`src/rtl/pipeline_pkg.sv`:
```
// Shared pipeline definitions: the hazard-unit stage command and helpers.
package pipeline_pkg;

  localparam int unsigned PIPE_CTRL_W = 2;

  // Stage command driven by the hazard unit to every pipe_stage.
  typedef enum logic [PIPE_CTRL_W-1:0] {
    CONTINUE = 2'd0,
    STALL    = 2'd1,
    FLUSH    = 2'd2,
    BUBBLE   = 2'd3
  } pipeline_control_t;

endpackage : pipeline_pkg

```
`src/rtl/pipe_stage_sat_counter.sv`:
```
// Saturating up-counter used for stage performance statistics.
//   clk_i   : clock
//   rst_i   : synchronous active-high reset, clears the count
//   inc_i   : add one this cycle unless already at all-ones
//   count_o : current count
module sat_counter #(
  parameter int unsigned WIDTH = 16
) (
  input  logic             clk_i,
  input  logic             rst_i,
  input  logic             inc_i,
  output logic [WIDTH-1:0] count_o
);

  logic [WIDTH-1:0] count_q;
  logic [WIDTH-1:0] count_d;

  // Stick at all-ones instead of wrapping.
  always_comb begin
    count_d = count_q;
    if (inc_i && (count_q != {WIDTH{1'b1}})) begin
      count_d = count_q + WIDTH'(1);
    end
  end

  always_ff @(posedge clk_i) begin
    if (rst_i) begin
      count_q <= '0;
    end else begin
      count_q <= count_d;
    end
  end

  assign count_o = count_q;

endmodule : sat_counter

```
`src/rtl/pipe_stage.sv`:
```
// Generic pipeline stage register with valid/ready handshake, hazard-unit
// command (CONTINUE/STALL/FLUSH/BUBBLE), optional one-entry skid buffer and
// saturating stall/flush cycle counters.
//   clk_i, rst_i        : clock, synchronous active-high reset
//   pipeline_control_i  : stage command
//   up_valid_i/up_data_i/up_ready_o : upstream handshake
//   dn_valid_o/dn_data_o/dn_ready_i : downstream handshake
//   stall_count_o/flush_count_o     : saturating STALL / FLUSH cycle counts
module pipe_stage
  import pipeline_pkg::*;
#(
  parameter int unsigned     WIDTH       = 32,
  parameter logic [WIDTH-1:0] FLUSH_VALUE = '0,
  parameter int unsigned     SKID        = 0,
  parameter int unsigned     CNT_WIDTH   = 16
) (
  input  logic                 clk_i,
  input  logic                 rst_i,
  input  pipeline_control_t    pipeline_control_i,
  input  logic                 up_valid_i,
  input  logic [WIDTH-1:0]     up_data_i,
  output logic                 up_ready_o,
  output logic                 dn_valid_o,
  output logic [WIDTH-1:0]     dn_data_o,
  input  logic                 dn_ready_i,
  output logic [CNT_WIDTH-1:0] stall_count_o,
  output logic [CNT_WIDTH-1:0] flush_count_o
);

  logic             is_cont;
  logic             is_stall;
  logic             is_flush;
  logic             is_bubble;
  logic             out_valid_q;
  logic             out_valid_d;
  logic [WIDTH-1:0] out_data_q;
  logic [WIDTH-1:0] out_data_d;
  logic             skid_full;
  logic             up_xfer;
  logic             dn_xfer;

  // Command decode; any unrecognised encoding is treated as STALL.
  always_comb begin
    is_cont   = 1'b0;
    is_stall  = 1'b0;
    is_flush  = 1'b0;
    is_bubble = 1'b0;
    case (pipeline_control_i)
      CONTINUE: is_cont   = 1'b1;
      STALL:    is_stall  = 1'b1;
      FLUSH:    is_flush  = 1'b1;
      BUBBLE:   is_bubble = 1'b1;
      default:  is_stall  = 1'b1;
    endcase
  end

  // Ready: with the skid buffer it no longer looks at dn_ready_i.
  always_comb begin
    up_ready_o = 1'b0;
    if (!rst_i && is_cont) begin
      if (SKID != 0) begin
        up_ready_o = !skid_full;
      end else begin
        up_ready_o = !out_valid_q || dn_ready_i;
      end
    end
  end

  assign dn_valid_o = out_valid_q && !is_stall;
  assign dn_data_o  = out_data_q;
  assign up_xfer    = up_valid_i && up_ready_o;
  assign dn_xfer    = dn_valid_o && dn_ready_i;

  if (SKID != 0) begin : g_skid
    logic             skid_valid_q;
    logic             skid_valid_d;
    logic [WIDTH-1:0] skid_data_q;
    logic [WIDTH-1:0] skid_data_d;

    // Output slot refills from the skid first so ordering is preserved;
    // BUBBLE only drains, it never accepts new upstream data.
    always_comb begin
      out_valid_d  = out_valid_q;
      out_data_d   = out_data_q;
      skid_valid_d = skid_valid_q;
      skid_data_d  = skid_data_q;
      if (is_flush) begin
        out_valid_d  = 1'b0;
        out_data_d   = FLUSH_VALUE;
        skid_valid_d = 1'b0;
        skid_data_d  = FLUSH_VALUE;
      end else if (is_cont || is_bubble) begin
        if (!out_valid_q || dn_xfer) begin
          if (skid_valid_q) begin
            out_valid_d  = 1'b1;
            out_data_d   = skid_data_q;
            skid_valid_d = 1'b0;
            skid_data_d  = FLUSH_VALUE;
          end else if (up_xfer) begin
            out_valid_d = 1'b1;
            out_data_d  = up_data_i;
          end else begin
            out_valid_d = 1'b0;
            out_data_d  = FLUSH_VALUE;
          end
        end else if (up_xfer) begin
          skid_valid_d = 1'b1;
          skid_data_d  = up_data_i;
        end
      end
    end

    always_ff @(posedge clk_i) begin
      if (rst_i) begin
        skid_valid_q <= 1'b0;
        skid_data_q  <= FLUSH_VALUE;
      end else begin
        skid_valid_q <= skid_valid_d;
        skid_data_q  <= skid_data_d;
      end
    end

    assign skid_full = skid_valid_q;
  end else begin : g_no_skid
    // Single register: a load cycle is any CONTINUE cycle with ready high.
    always_comb begin
      out_valid_d = out_valid_q;
      out_data_d  = out_data_q;
      if (is_flush) begin
        out_valid_d = 1'b0;
        out_data_d  = FLUSH_VALUE;
      end else if (is_bubble) begin
        if (!out_valid_q || dn_xfer) begin
          out_valid_d = 1'b0;
          out_data_d  = FLUSH_VALUE;
        end
      end else if (is_cont && up_ready_o) begin
        out_valid_d = up_valid_i;
        out_data_d  = up_valid_i ? up_data_i : FLUSH_VALUE;
      end
    end

    assign skid_full = 1'b0;
  end

  always_ff @(posedge clk_i) begin
    if (rst_i) begin
      out_valid_q <= 1'b0;
      out_data_q  <= FLUSH_VALUE;
    end else begin
      out_valid_q <= out_valid_d;
      out_data_q  <= out_data_d;
    end
  end

  // Flag X/Z commands in simulation; hardware falls back to STALL.
  always_ff @(posedge clk_i) begin
    if (!rst_i) begin
      assert (!$isunknown(pipeline_control_i))
        else $error("pipe_stage: unknown pipeline_control_i encoding");
    end
  end

  sat_counter #(.WIDTH(CNT_WIDTH)) u_stall_cnt (
    .clk_i   (clk_i),
    .rst_i   (rst_i),
    .inc_i   (is_stall),
    .count_o (stall_count_o)
  );

  sat_counter #(.WIDTH(CNT_WIDTH)) u_flush_cnt (
    .clk_i   (clk_i),
    .rst_i   (rst_i),
    .inc_i   (is_flush),
    .count_o (flush_count_o)
  );

endmodule : pipe_stage

```
`config.mk`:
```
export PLATFORM = sky130hd
export DESIGN_NAME = pipe_stage
export DESIGN_NICKNAME = d
export VERILOG_FILES = /design/src/rtl/pipeline_pkg.sv /design/src/rtl/pipe_stage_sat_counter.sv /design/src/rtl/pipe_stage.sv
export SDC_FILE = /design/constraint.sdc
export NUM_CORES = 1
export LEC_CHECK = 0
export CAP_MARGIN = 20
export CORE_MARGIN = 10
export CORE_UTILIZATION = 46
export CTS_CLUSTER_SIZE = 40
export DETAILED_ROUTE_END_ITERATION = 12
export GPL_ROUTABILITY_DRIVEN = 0
export HOLD_SLACK_MARGIN = 0.06
export PLACE_DENSITY = 0.88
export SLEW_MARGIN = 0
export SYNTH_ARGS = -nofsm -noshare
export SYNTH_HDL_FRONTEND = slang
export SYNTH_SLANG_ARGS = --single-unit
```
`constraint.sdc`:
```
create_clock -name clk_i -period 2.3 [get_ports clk_i]
set_input_delay 0.345 -clock clk_i [delete_from_list [all_inputs] [get_ports clk_i]]
set_output_delay 0.345 -clock clk_i [all_outputs]
set_load 0.005 [all_outputs]
```
==> impl_metrics.py <==
metrics = {
    "status": {
        "outcome": "complete, no violations",
    },
    "die": {
        "die_h_um": 101.9,
        "ios": 104,
        "core_area_um2": 6422,
        "rows": 29,
        "start_util_pct": 48.06,
        "die_area_um2": 10390,
        "die_w_um": 101.9,
    },
    "sta": {
        "setup_violations": 0,
        "finalHoldViolations": 0,
        "maxSlewHeadroom_pct": 70.09,
        "period_share_pct": 92.93,
        "fmax_mhz": 467.8,
        "rsz0062_at_grt": "no",
        "min_period_ns": 2.137,
        "fin_skew_ns": 0.008427,
        "tightest_slew_ns": 0.4486,
        "tns_ns": 0,
        "drv_slew": 0,
    },
    "final_layout": {
        "drive_above_1_share_pct": 16.63,
        "antenna_cells": 0,
        "instances_no_fill": 510,
        "areaGrowthSynthToFinish_pct": 43.66,
        "nNetsFinal": 468,
    },
    "job": {
        "cap_violations": 0,
    },
    "worst_setup_path": {
        "cp_max_fo": 2,
        "crit_type": "input pin to output pin",
        "worstPathArrival_ns": 1.79,
        "worstPathRequired_ns": 1.96,
        "worstSetupStartpointType": "input pin",
        "endpoint_kind": "output pin",
        "reg2reg_depth": 6,
    },
    "clock_network": {
        "clkSinkCount": 65,
        "cts_resized": 0,
        "cts_max_path_buffers": 2,
        "post_cts_buffers": 0,
        "cts_buffers": 9,
        "cts.clk_slew.worst_paths_ns": 0.08,
        "htree_num_levels": 3,
        "root_buffer": "clkbuf_8",
        "postCtsHoldBufs": 0,
        "cts_tree": "built",
        "worst_skew_pair.late_latency_ns": 0.34,
    },
    "synth": {
        "ys_warn_count": 0,
        "syn_area_um2": 3087,
        "ys_types": 48,
        "syn_nets": 360,
        "avgSynthCellArea_um2": 9.646,
        "synth_seq_cells": 65,
        "seq_area_frac_synth_pct": 42.16,
        "syn_inst": 320,
    },
    "global_route": {
        "grt.total_usage_pct": 17.07,
        "grt_max_degree": 46,
        "grt_remaining_overflow": 0,
        "first_global_vias": 2974,
        "antenna_found_initial": 0,
        "grt_pass1_wl_um": 14320,
    },
    "route": {
        "drc": 0,
        "num_vias": 2912,
        "wirelength_um": 8819,
        "drt_pass1_iterations": 4,
        "wire_per_inst_um": 17.29,
        "drt_iter0_markers": 103,
        "viasPerCell": 5.710,
        "ant_nets": 0,
    },
    "min_path": {
        "min-delay-path-class": "flip-flop to flip-flop",
        "whs_path_depth": 2,
    },
    "power": {
        "power_density_nw_per_um2": 522.0,
        "p_leak_nw": 1.571,
        "ir_drop_mv": 0.3419,
    },
    "place": {
        "placedCellCount": 494,
        "hpwl_um": 6589,
        "io_buffers": 103,
    },
}
==> logic make-up after synthesis <==
family                   Yosys count  synth area share [%]
AND/OR/NAND/NOR                  138                 25.66
AO/OA/AOI/OAI                     77                 22.01
flip-flops                        65                 42.16
buffers and inverters             24                 4.459
multiplexers                      13                 4.621
adder cells (fa/ha/maj)            2                0.8106
XOR/XNOR                           1                0.2838
==> layout make-up <==
class                   instances  area [um2]
clock buffers                  10       137.6
clock inverters                 6       57.56
fillers                       477        1988
inverters                       4       15.01
multi-input cells             231        1663
flip-flops and latches         65        1301
well taps                      77       96.34
repair buffers                117        1164
==> sequential cells by signal, summed over array words and instances (netlist names) <==
register,flops
dn_data_o,32
u_flush_cnt.count_o,16
out_valid_q,1
u_stall_cnt.count_o,16
==> synthesized netlist by cell type (all sizes together) <==
cell / n / area share, %
nand2: 14 / 1.7
and4: 2 / 0.57
mux2: 10 / 3.6
a21o: 1 / 0.24
o2111ai: 1 / 0.28
nor2b: 15 / 3.0
buf: 13 / 3.1
nor2: 49 / 6.0
nand4: 7 / 2.3
ha: 2 / 0.81
o31ai: 9 / 2.2
nor4: 4 / 1.8
a21oi: 21 / 4.0
o41ai: 1 / 0.28
dfxtp: 65 / 42
a21boi: 2 / 0.49
and4bb: 1 / 0.41
a41oi: 1 / 0.28
inv: 4 / 0.49
or4: 8 / 1.9
xnor2: 1 / 0.28
or3: 6 / 1.2
and4b: 3 / 0.97
a22oi: 32 / 12
nor3b: 1 / 0.24
nor3: 5 / 0.97
nor4bb: 1 / 0.32
or2: 3 / 0.61
a311oi: 2 / 0.57
a31oi: 1 / 0.20
nand3: 10 / 1.8
and3: 5 / 1.0
mux2i: 3 / 0.97
o21ai: 6 / 0.97
clkbuf: 7 / 0.85
nand2b: 4 / 0.81
==> metrics by stage <==
| stage | util, % | power, mW | instance area (um2) | worst slack (ns) | hold WS, ns |
|---|---|---|---|---|---|
| floorplan | - | 1.251 | 3087 | 0.5435 | 0.4627 |
| global placement | 65.97 | 1.368 | 4237 | 0.09001 | 0.4877 |
| detailed placement | 65.97 | 1.374 | 4237 | 0.03408 | 0.5039 |
| CTS | 69.00 | 2.332 | 4432 | 0.08681 | 0.5233 |
| global route | 69.04 | 2.401 | 4434 | 0.05854 | 0.5518 |
| finish | 69.04 | 2.315 | 4434 | 0.1625 | 0.5208 |
==> path summary, 6_finish.rpt <==
| path | from | endpoint | slack, ns |
|---|---|---|---|
| setup reg to reg | u_flush_cnt.count_o[0]$_SDFFE_PP0P_ | u_flush_cnt.count_o[14]$_SDFFE_PP0P_ | 0.30 |
| hold reg to reg | dn_data_o[21]$_SDFFE_PP0P_ | dn_data_o[21]$_SDFFE_PP0P_ | 0.52 |
| setup / recovery | pipeline_control_i[0] | up_ready_o | 0.16 |
| hold / removal | dn_data_o[21]$_SDFFE_PP0P_ | dn_data_o[21]$_SDFFE_PP0P_ | 0.52 |
==> metal layers <==
layer	track usage, %	wire length, um
met1	17.76	3396
met2	27.58	4087
met5	0	0
met4	6.833	184
met3	10.39	1151
==> report_power, final <==
part / leakage (nW) / total (mW) / internal [mW] / switching (mW)
sequential: 0.524 / 1.15 / 1.14 / 0.0105
combinational: 0.945 / 0.201 / 0.112 / 0.0897
clock: 0.102 / 0.967 / 0.522 / 0.445
total: 1.57 / 2.31 / 1.77 / 0.545
==> cells in the final DEF, fill, tap and decap left out, types with 2 or more instances in the layout <==
cell,synthesis,routed
a22oi_1,3,3
buf_4,1,12
a21oi_2,5,5
a21oi_1,16,16
or3_1,6,6
nor2_1,49,49
inv_1,4,4
and4_1,2,2
nor4_1,2,2
nor4_4,2,2
nand2_1,14,14
nand2b_1,4,4
and3_1,5,5
ha_1,2,2
dfxtp_1,65,65
nor3_1,4,4
clkbuf_8,0,10
mux2_1,10,10
buf_12,0,2
or2_1,3,3
clkinv_2,0,4
nand3_1,9,9
clkdlybuf4s50_1,0,102
nand4_2,2,2
mux2i_1,3,3
nand4_1,4,4
a311oi_1,2,2
or4_1,8,8
a22oi_2,29,29
o21ai_0,5,5
nor2b_1,15,15
and4b_1,3,3
o31ai_1,9,9
==> critical path, stage by stage <==
cell and delay (ns):
clkdlybuf4s50_1 0.43, or3_1 0.39, nor2_1 0.10, clkdlybuf4s50_1 0.53
(Power assumes the default switching activity.)
